### src/rtl/seg7_scan_sched_if.sv
// Write-side handshake for the scan scheduler: a 4-digit BCD value offered with valid/ready.
interface seg7_scan_sched_if;
   logic        valid;
   logic [15:0] data;
   logic        ready;

   modport master (output valid, output data, input ready);
   modport slave  (input valid, input data, output ready);
endinterface

### src/rtl/seg7_scan_sched.sv
// Time-sliced 4-digit 7-segment scan scheduler with per-slot blanking, leading-zero
// suppression and frame-aligned (tear-free) display value updates.
//
// state | meaning
// IDLE  | scan disabled, all digits dark, slot counter parked at digit 0
// BLANK | inside a slot but dark (blanking interval or suppressed leading zero)
// SHOW  | current digit lit
module seg7_scan_sched #(
   parameter int DIV_W     = 16,
   parameter int SCAN_DIV  = 50000,
   parameter int BLANK_CYC = 500
) (
   input  logic              clk,
   input  logic              clr,
   input  logic              en,
   input  logic              lzb_en,
   seg7_scan_sched_if.slave  wr,
   output logic [1:0]        dig_sel,
   output logic [3:0]        an,
   output logic [3:0]        bcd,
   output logic              blank,
   output logic              frame_done
);
   typedef enum logic [1:0] {IDLE, BLANK, SHOW} state_t;

   localparam logic [DIV_W-1:0] CNT_LAST = DIV_W'(SCAN_DIV - 1);
   localparam logic [DIV_W-1:0] CNT_BLK  = DIV_W'(BLANK_CYC);

   state_t            state, state_n;
   logic [DIV_W-1:0]  cnt, cnt_n;
   logic [1:0]        dig_n;
   logic [3:0]        an_n, bcd_n;
   logic              blank_n, fd_n;
   logic [15:0]       shadow, shadow_n, active, active_n;
   logic              pending, pending_n;
   logic              ready_q;
   logic              sup, sup_n;
   logic              slot_start, boundary, accept;

   function automatic logic [3:0] nibble(input logic [15:0] v, input logic [1:0] k);
      logic [3:0] r;
      case (k)
         2'd0:    r = v[3:0];
         2'd1:    r = v[7:4];
         2'd2:    r = v[11:8];
         default: r = v[15:12];
      endcase
      return r;
   endfunction

   // A digit is a leading zero when it and every digit to its left are zero.
   function automatic logic lead_zero(input logic [15:0] v, input logic [1:0] k);
      logic r;
      case (k)
         2'd0:    r = 1'b0;
         2'd1:    r = (v[15:4] == 12'h000);
         2'd2:    r = (v[15:8] == 8'h00);
         default: r = (v[15:12] == 4'h0);
      endcase
      return r;
   endfunction

   assign wr.ready = ready_q;

   always_ff @(posedge clk or posedge clr) begin
      if (clr) begin
         state      <= IDLE;
         cnt        <= '0;
         dig_sel    <= 2'd0;
         an         <= 4'b0000;
         bcd        <= 4'h0;
         blank      <= 1'b1;
         frame_done <= 1'b0;
         shadow     <= 16'h0000;
         active     <= 16'h0000;
         pending    <= 1'b0;
         ready_q    <= 1'b1;
         sup        <= 1'b0;
      end else begin
         state      <= state_n;
         cnt        <= cnt_n;
         dig_sel    <= dig_n;
         an         <= an_n;
         bcd        <= bcd_n;
         blank      <= blank_n;
         frame_done <= fd_n;
         shadow     <= shadow_n;
         active     <= active_n;
         pending    <= pending_n;
         ready_q    <= ~pending_n;
         sup        <= sup_n;
      end
   end

   always_comb begin
      state_n    = state;
      cnt_n      = cnt;
      dig_n      = dig_sel;
      an_n       = an;
      bcd_n      = bcd;
      blank_n    = blank;
      fd_n       = 1'b0;
      shadow_n   = shadow;
      active_n   = active;
      pending_n  = pending;
      sup_n      = sup;
      slot_start = 1'b0;

      accept   = wr.valid && !pending;
      boundary = en && (state != IDLE) && (cnt == CNT_LAST) && (dig_sel == 2'd3);

      // Apply and accept are exclusive: accept needs pending clear, apply needs it set.
      if (pending && (!en || state == IDLE || boundary)) begin
         active_n  = shadow;
         pending_n = 1'b0;
      end
      if (accept) begin
         shadow_n  = wr.data;
         pending_n = 1'b1;
      end

      if (!en) begin
         state_n = IDLE;
         cnt_n   = '0;
         dig_n   = 2'd0;
         an_n    = 4'b0000;
         bcd_n   = 4'h0;
         blank_n = 1'b1;
         sup_n   = 1'b0;
      end else begin
         if (state == IDLE) begin
            cnt_n      = '0;
            dig_n      = 2'd0;
            slot_start = 1'b1;
         end else if (cnt == CNT_LAST) begin
            cnt_n      = '0;
            dig_n      = dig_sel + 2'd1;
            slot_start = 1'b1;
         end else begin
            cnt_n = cnt + 1'b1;
         end

         // Suppression is latched once per slot so lzb_en changes never cut a slot short.
         if (slot_start)
            sup_n = lzb_en && lead_zero(active_n, dig_n);

         bcd_n = nibble(active_n, dig_n);
         fd_n  = (cnt_n == CNT_LAST) && (dig_n == 2'd3);

         if (sup_n || (cnt_n < CNT_BLK)) begin
            state_n = BLANK;
            an_n    = 4'b0000;
            blank_n = 1'b1;
         end else begin
            state_n = SHOW;
            an_n    = 4'b0001 << dig_n;
            blank_n = 1'b0;
         end
      end
   end
endmodule

### src/flat_wrapper.sv
// flat-port wrapper written by rule: the top's interface ports become plain ports
module seg7_scan_sched_flat 
#(
   parameter int DIV_W     = 16,
   parameter int SCAN_DIV  = 50000,
   parameter int BLANK_CYC = 500
)
  (clk, clr, en, lzb_en, dig_sel, an, bcd, blank, frame_done, wr_valid, wr_data, wr_ready);
  seg7_scan_sched_if wr_i ();
  input  logic clk;
  input  logic clr;
  input  logic en;
  input  logic lzb_en;
  output logic [1:0] dig_sel;
  output logic [3:0] an;
  output logic [3:0] bcd;
  output logic blank;
  output logic frame_done;
  input wire logic [$bits(wr_i.valid)-1:0] wr_valid;
  input wire logic [$bits(wr_i.data)-1:0] wr_data;
  output wire logic [$bits(wr_i.ready)-1:0] wr_ready;
  assign wr_i.valid = wr_valid;
  assign wr_i.data = wr_data;
  assign wr_ready = wr_i.ready;
  seg7_scan_sched #(.DIV_W(DIV_W), .SCAN_DIV(SCAN_DIV), .BLANK_CYC(BLANK_CYC)) u_core (.clk(clk), .clr(clr), .en(en), .lzb_en(lzb_en), .wr(wr_i), .dig_sel(dig_sel), .an(an), .bcd(bcd), .blank(blank), .frame_done(frame_done));
endmodule
### config.mk
export PLATFORM = sky130hd
export DESIGN_NAME = seg7_scan_sched_flat
export DESIGN_NICKNAME = d
export VERILOG_FILES = /design/src/rtl/seg7_scan_sched_if.sv /design/src/rtl/seg7_scan_sched.sv /design/src/flat_wrapper.sv
export SDC_FILE = /design/constraint.sdc
export NUM_CORES = 1
export LEC_CHECK = 0
export BUFFER_PORTS_ARGS = -buffer_cell sky130_fd_sc_hd__buf_2
export CAP_MARGIN = 20
export CORE_MARGIN = 4
export CORE_UTILIZATION = 50
export CTS_BUF_LIST = sky130_fd_sc_hd__clkbuf_8 sky130_fd_sc_hd__clkbuf_16
export DETAILED_ROUTE_END_ITERATION = 8
export MAX_ROUTING_LAYER = met4
export PLACE_DENSITY = 0.75
export SLEW_MARGIN = 0
export SYNTH_ARGS = -nofsm -noshare
export SYNTH_HDL_FRONTEND = slang
export SYNTH_SLANG_ARGS = --single-unit
export TNS_END_PERCENT = 100
### constraint.sdc
create_clock -name clk -period 2.6 [get_ports clk]
set_clock_uncertainty 0.1 [all_clocks]
set_input_delay 0.52 -clock clk [delete_from_list [all_inputs] [get_ports clk]]
set_output_delay 0.52 -clock clk [all_outputs]
set_load 0.03 [all_outputs]
# --- Word-level counts from Yosys, hierarchy flattened ---
# Cells that the tools add are included.
word_totals:
  reg_bits: 65
  out_inout_bits: 13
  wordCells: 70
op_classes:
  n_addsub: 2
  order_cmp: 1
  n_eq_ne: 6
  shifts: 1
  muxes: 29
  bitwise_logic: 1
  n_reduce_logical: 18
ops:
  columns: ["op", "n"]
  rows:
  - ["$mux 16", 5]
  - ["$eq 16x16->1 const B", 2]
  - ["$add 16x1->16 const B", 1]
  - ["$lt 16x9->1 const B", 1]
  - ["$mux 1", 13]
  - ["$logic_not 12->1", 1]
  - ["$mux 2", 6]
  - ["$mux 4", 3]
  - ["$pmux 4 s3", 1]
  - ["$logic_not 8->1", 1]
  - ["$logic_and 1x1->1", 7]
  - ["$eq 2x2->1 const B", 3]
  - ["$logic_not 2->1", 2]
  - ["$logic_not 4->1", 1]
  - ["$shl 1x2->4 const A", 1]
  - ["$logic_or 1x1->1", 3]
  - ["$pmux 1 s3", 1]
  - ["$add 2x1->2 const B", 1]
  - ["$eq 2x1->1 const B", 1]
  - ["$logic_not 1->1", 2]
  - ["$reduce_bool 2->1", 1]
  - ["$not 1->1", 1]

# --- Depth between registers and ports, before layout ---
logic_depth:
  ltp_word: 17
  depth_mapped: 10
  depth_no_buf: 7

# --- Worst setup path after synthesis ---
# OpenSTA, ideal clock, no wires.
synth_path:
  kind: "register to register"
  startpoint: "register u_core.cnt[7]"
  endpoint: "register u_core.bcd[1]"
  setup_ps: 123
  arrival_ps: 2532
  required_time_ps: 2377
  path_slack_ps: -155
  path_stages_with_launch: 11
  path_buffers: 4
  synth_period_minus_slack_ps: 2755
  path_cell_list: "dfrtp_1 buf_6 or4_4 or4_1 buf_2 a21bo_1 buf_6 buf_8 mux2i_1 o221ai_1 o221a_1"
synth_between:
  elab_chain_cells: 8
  elab_cells_between_ends: 14
synth_lines:
  columns: ["item", "line", "text"]
  rows:
  - ["from (decl)", "seg7_scan_sched.sv:30", "logic [DIV_W-1:0] cnt, cnt_n;"]
  - ["from (signal assigned)", "seg7_scan_sched.sv:81", "cnt <= cnt_n;"]
  - ["$eq 16x16->1 *", "seg7_scan_sched.sv:110, seg7_scan_sched.sv:135", null]
  - ["branches (longest 5 deep; another with $mux 2)", null, null]
  - ["$pmux 4 s3 *", "seg7_scan_sched.sv:42", "case (k)"]
  - ["$mux 4 *", "seg7_scan_sched.sv:122", "if (!en) begin"]
  - ["via u_core.bcd_n[1]", "seg7_scan_sched.sv:32", "logic [3:0] an_n, bcd_n;"]
  - ["to (signal assigned)", "seg7_scan_sched.sv:84", "bcd <= bcd_n;"]
  - ["to (decl)", "seg7_scan_sched.sv:20", "output logic [3:0] bcd,"]
# Mark *: on every way through the listed nets, which the timed path passes. The select of a mux whose other input is x is not followed.
# A chain may end at the register's enable or synchronous reset.

# --- Worst setup path after layout ---
layout_path:
  startpoint: "register u_core.cnt[5]"
  endpoint: "register u_core.bcd[3]"
layout_between:
  elab_chain_cells: 8
  elab_cells_between_ends: 14
layout_lines:
  columns: ["item", "line", "text"]
  rows:
  - ["$eq 16x16->1", "seg7_scan_sched.sv:110", "boundary = en && (state != IDLE) && (cnt == CNT_LAST) && (dig_sel == 2'd3);"]
  - ["$logic_and 1x1->1 (2 in a row)", "seg7_scan_sched.sv:110", null]
  - ["$logic_or 1x1->1", "seg7_scan_sched.sv:113", "if (pending && (!en || state == IDLE || boundary)) begin"]
  - ["$logic_and 1x1->1", "seg7_scan_sched.sv:113", null]
  - ["$mux 16", "seg7_scan_sched.sv:113", null]
  - ["via u_core.active_n[11]", "seg7_scan_sched.sv:34", "logic [15:0] shadow, shadow_n, active, active_n;"]
  - ["$pmux 4 s3", "seg7_scan_sched.sv:42", null]
  - ["$mux 4", "seg7_scan_sched.sv:122", null]
  - ["via u_core.bcd_n[3]", "seg7_scan_sched.sv:32", null]
# The timed path passes the listed nets, and every way through them passes these cells. The select of a mux whose other input is x is not followed.

==> flow_summary.json <==
{
  "status": "finished with violations",
  "wl_per_cell_um": 16.57,
  "drt_iter0_drc": 270,
  "p_seq_share_pct": 50.4,
  "worst_r2r_endpoint": "u_core.bcd[3]",
  "synth_commonest_cells": "63 x dfrtp_1, 33 x nor2_1, 22 x mux2_2, 20 x inv_1, 20 x nand2_1",
  "ir_drop_uv": 476.8,
  "synth_nets": 333,
  "crit_buf_inv": 1,
  "slew_violations": 0,
  "die_h_um": 89.16,
  "comb_power_share_pct": 16.2,
  "io_pins": 34,
  "path_clk_slew_ps": 70,
  "vias": 2648,
  "violations": "setup timing",
  "grt_pass1_vias": 2502,
  "hold_viol_final": 0,
  "antenna_found_initial": 0,
  "dr.pass1.iters": 5,
  "ys_types": 60,
  "grt_setup_unrepaired": "true",
  "p_int_w": 0.001818,
  "switchingPower_w": 0.0006812,
  "grt_pass1_wl_mm": 12.19,
  "leakagePower_nw": 1.802,
  "yosysTopAreaCell": "dfrtp_1",
  "ant_nets": 0,
  "yosysMostFrequentCell": "dfrtp_1",
  "cts_buffers": 9,
  "power.switching_fraction_pct": 27.26,
  "ctsHoldBuffers": 0,
  "fp.coreArea_sq_um": 6386,
  "area_delta_synth_final_pct": 21.69,
  "max-cap-violations": 0,
  "grt_max_degree": 40,
  "synth-seq-cells": 65,
  "critPathCaptureType": "register",
  "initial_core_util_pct": 51.57,
  "synth.avg_cell_area_sq_um": 10.62,
  "yosys_warnings": 0,
  "cts_tree": "yes",
  "root_buffer": "clkbuf_8",
  "period_share_pct": 102.5,
  "clockBufferDepth": 2,
  "wl_mm": 7.605,
  "cts.sinks": 65,
  "fin_ws_ps": -64.24,
  "synth_edf_count": 0,
  "r2r_cells": 7,
  "die_x_um": 89.16,
  "arrival_ps": 2790,
  "place_ws_ps": -128.1,
  "synth_top_area_share_pct": 47.87,
  "worstMarginPinSlew_ps": 575.0,
  "p_per_area_nw_per_um2": 623.6,
  "max_freq_mhz": 375.3,
  "htreeDepth": 3,
  "min_path_type": "in -> async",
  "critPathTopFamily": "simple AND/OR/NAND/NOR gates",
  "setup_viol": 2,
  "drive_gt1_share_pct": 36.13,
  "final.setup.tns_ps": -102.0,
  "viasPerCell": 5.769,
  "dominantRegCellSynth": "dfrtp_1",
  "final_nets": 401,
  "clkLatencyLatePin_ps": 340,
  "synth_seq_area_share_pct": 49.47,
  "finalCriticalPeriod_ps": 2664,
  "synthArstFlopShare_pct": 100.0,
  "diodes": 0,
  "critPathRequiredTime_ps": 2730,
  "grt_overflow": 0,
  "dieArea_sq_um": 7949,
  "synth_area_leaders": "dfrtp_1 48%, mux2_2 7.5%, nor2_1 3.8%",
  "io_buffers": 33,
  "critPathMaxStageDelay_ps": 540,
  "syn_inst": 310,
  "rrSetupSlack_ps": -60,
  "worstPathMaxFanout": 14,
  "dp.final_hpwl_mm": 5.536,
  "startpoint_type": "register",
  "grt_usage_pct": 21.02,
  "rows": 29,
  "netlist_area_sq_um": 3293,
  "max-slew-margin-rel_pct": 61.61,
  "gp_congestion": 0.8943,
  "cp_cell_sequence": "or4_4, or4_4, a21bo_1, buf_12, mux2_2, nor2b_1, o221a_1",
  "drc": 0,
  "crit_top_cell": "or4_4",
  "timing.rr.start": "u_core.cnt[5]",
  "clockPowerShare_pct": 33.5,
  "slowest_stage": "or4_4",
  "path_class": "reg -> reg"
}
[layout make-up]
type	instances	area, sq um
fillers	512	2379
flip-flops and latches	65	1629
multi-input cells	208	1515
repair buffers	74	498.0
clock buffers	10	137.6
well taps	77	96.34
inverters	20	75.07
clock inverters	5	56.30
[registers in the layout (all words and copies together) (netlist names)]
register / cells
u_core.active: 16
u_core.pending: 1
u_core.wr.ready: 1
u_core.frame_done: 1
u_core.state: 2
u_core.blank: 1
u_core.sup: 1
u_core.an: 4
u_core.dig_sel: 2
u_core.bcd: 4
u_core.shadow: 16
u_core.cnt: 16
[worst register-to-register path, stage by stage, from the launching register on]
cell and delay [ps]:
dfrtp_1 380, or4_4 530, or4_4 540, a21bo_1 220, buf_12 160, mux2_2 290
nor2b_1 130, o221a_1 220
[worst max path at each step]
stage	from	end	depth (start not counted)
final	u_core.cnt[5]	u_core.bcd[3]	7
after global routing	u_core.cnt[5]	u_core.bcd[3]	7
after CTS	u_core.cnt[5]	u_core.bcd[3]	7
after detailed placement	u_core.cnt[12]	u_core.bcd[2]	7
after global placement	u_core.cnt[0]	u_core.an[1]	8
after floorplan	u_core.cnt[10]	u_core.bcd[1]	9
[layer usage]
layer	wire length, um	vias to the layer above	track usage (%)
met5	0	-	-
met4	161	0	8.796
met3	427	19	3.963
met2	3370	93	29.74
met1	3644	1281	29.67
li1	-	1255	-
[per-stage QoR]
stage,cell area (sq um),hold slack (ps),utilization (%),cells,power (W)
final,4008,135.3,62.75,459,0.002499
after global routing,4008,185.7,62.75,459,0.002627
after CTS,3939,139.7,61.68,456,0.002517
after detailed placement,3714,372.1,58.15,441,0.001663
after global placement,3714,354.3,58.15,441,0.001644
after floorplan,3297,340.2,-,310,0.001530
[placed cells by master, fill, tap and decap left out, drive strengths merged, types with 2 or more instances in the layout]
cell type,count
buf,74
dfrtp,63
nor2,34
mux2,22
nand2,20
inv,20
nand3,14
xnor2,11
clkbuf,10
nor4,8
a21oi,8
o221a,8
nand4,7
nor3,7
mux2i,6
or4,6
and2,5
nor2b,4
xor2,4
a31oi,4
o21ai,4
or2,3
o221ai,3
clkinv,3
and4b,2
and3,2
a21o,2
a311oi,2
dfstp,2
a2111oi,2
ha,2
[what timing repair did]
item / CTS / global route
setup buffers: 0 / 3
cloned: 0 / 0
pin swaps: 2 / 1
resized for setup: 9 / 9
endpoints found under the setup margin: 11 / 12
[logic make-up (layout without fill, tap and decap cells)]
kind of cell    after synthesis  in the layout  synth area share (%)
xor+xnor                     15             15                 3.989
simple gates                119            119                 18.96
fa+ha+maj                     2              2                0.7598
buf+inv                      37            109                 6.991
flops                        65             65                 49.47
mux                          28             28                 9.347
compound gates               44             44                 10.49
[power by group through the flow]
stage | logic [W] | clock network [W] | registers (W)
6_report | 0.000404 | 0.000837 | 0.00126
5_1_grt | 0.000442 | 0.000907 | 0.00128
4_1_cts | 0.000402 | 0.000856 | 0.00126
3_5_place_dp | 0.000392 | 0 | 0.00127
3_3_place_gp | 0.000377 | 0 | 0.00127
2_1_floorplan | 0.000270 | 0 | 0.00126
(Power assumes the default switching activity.)
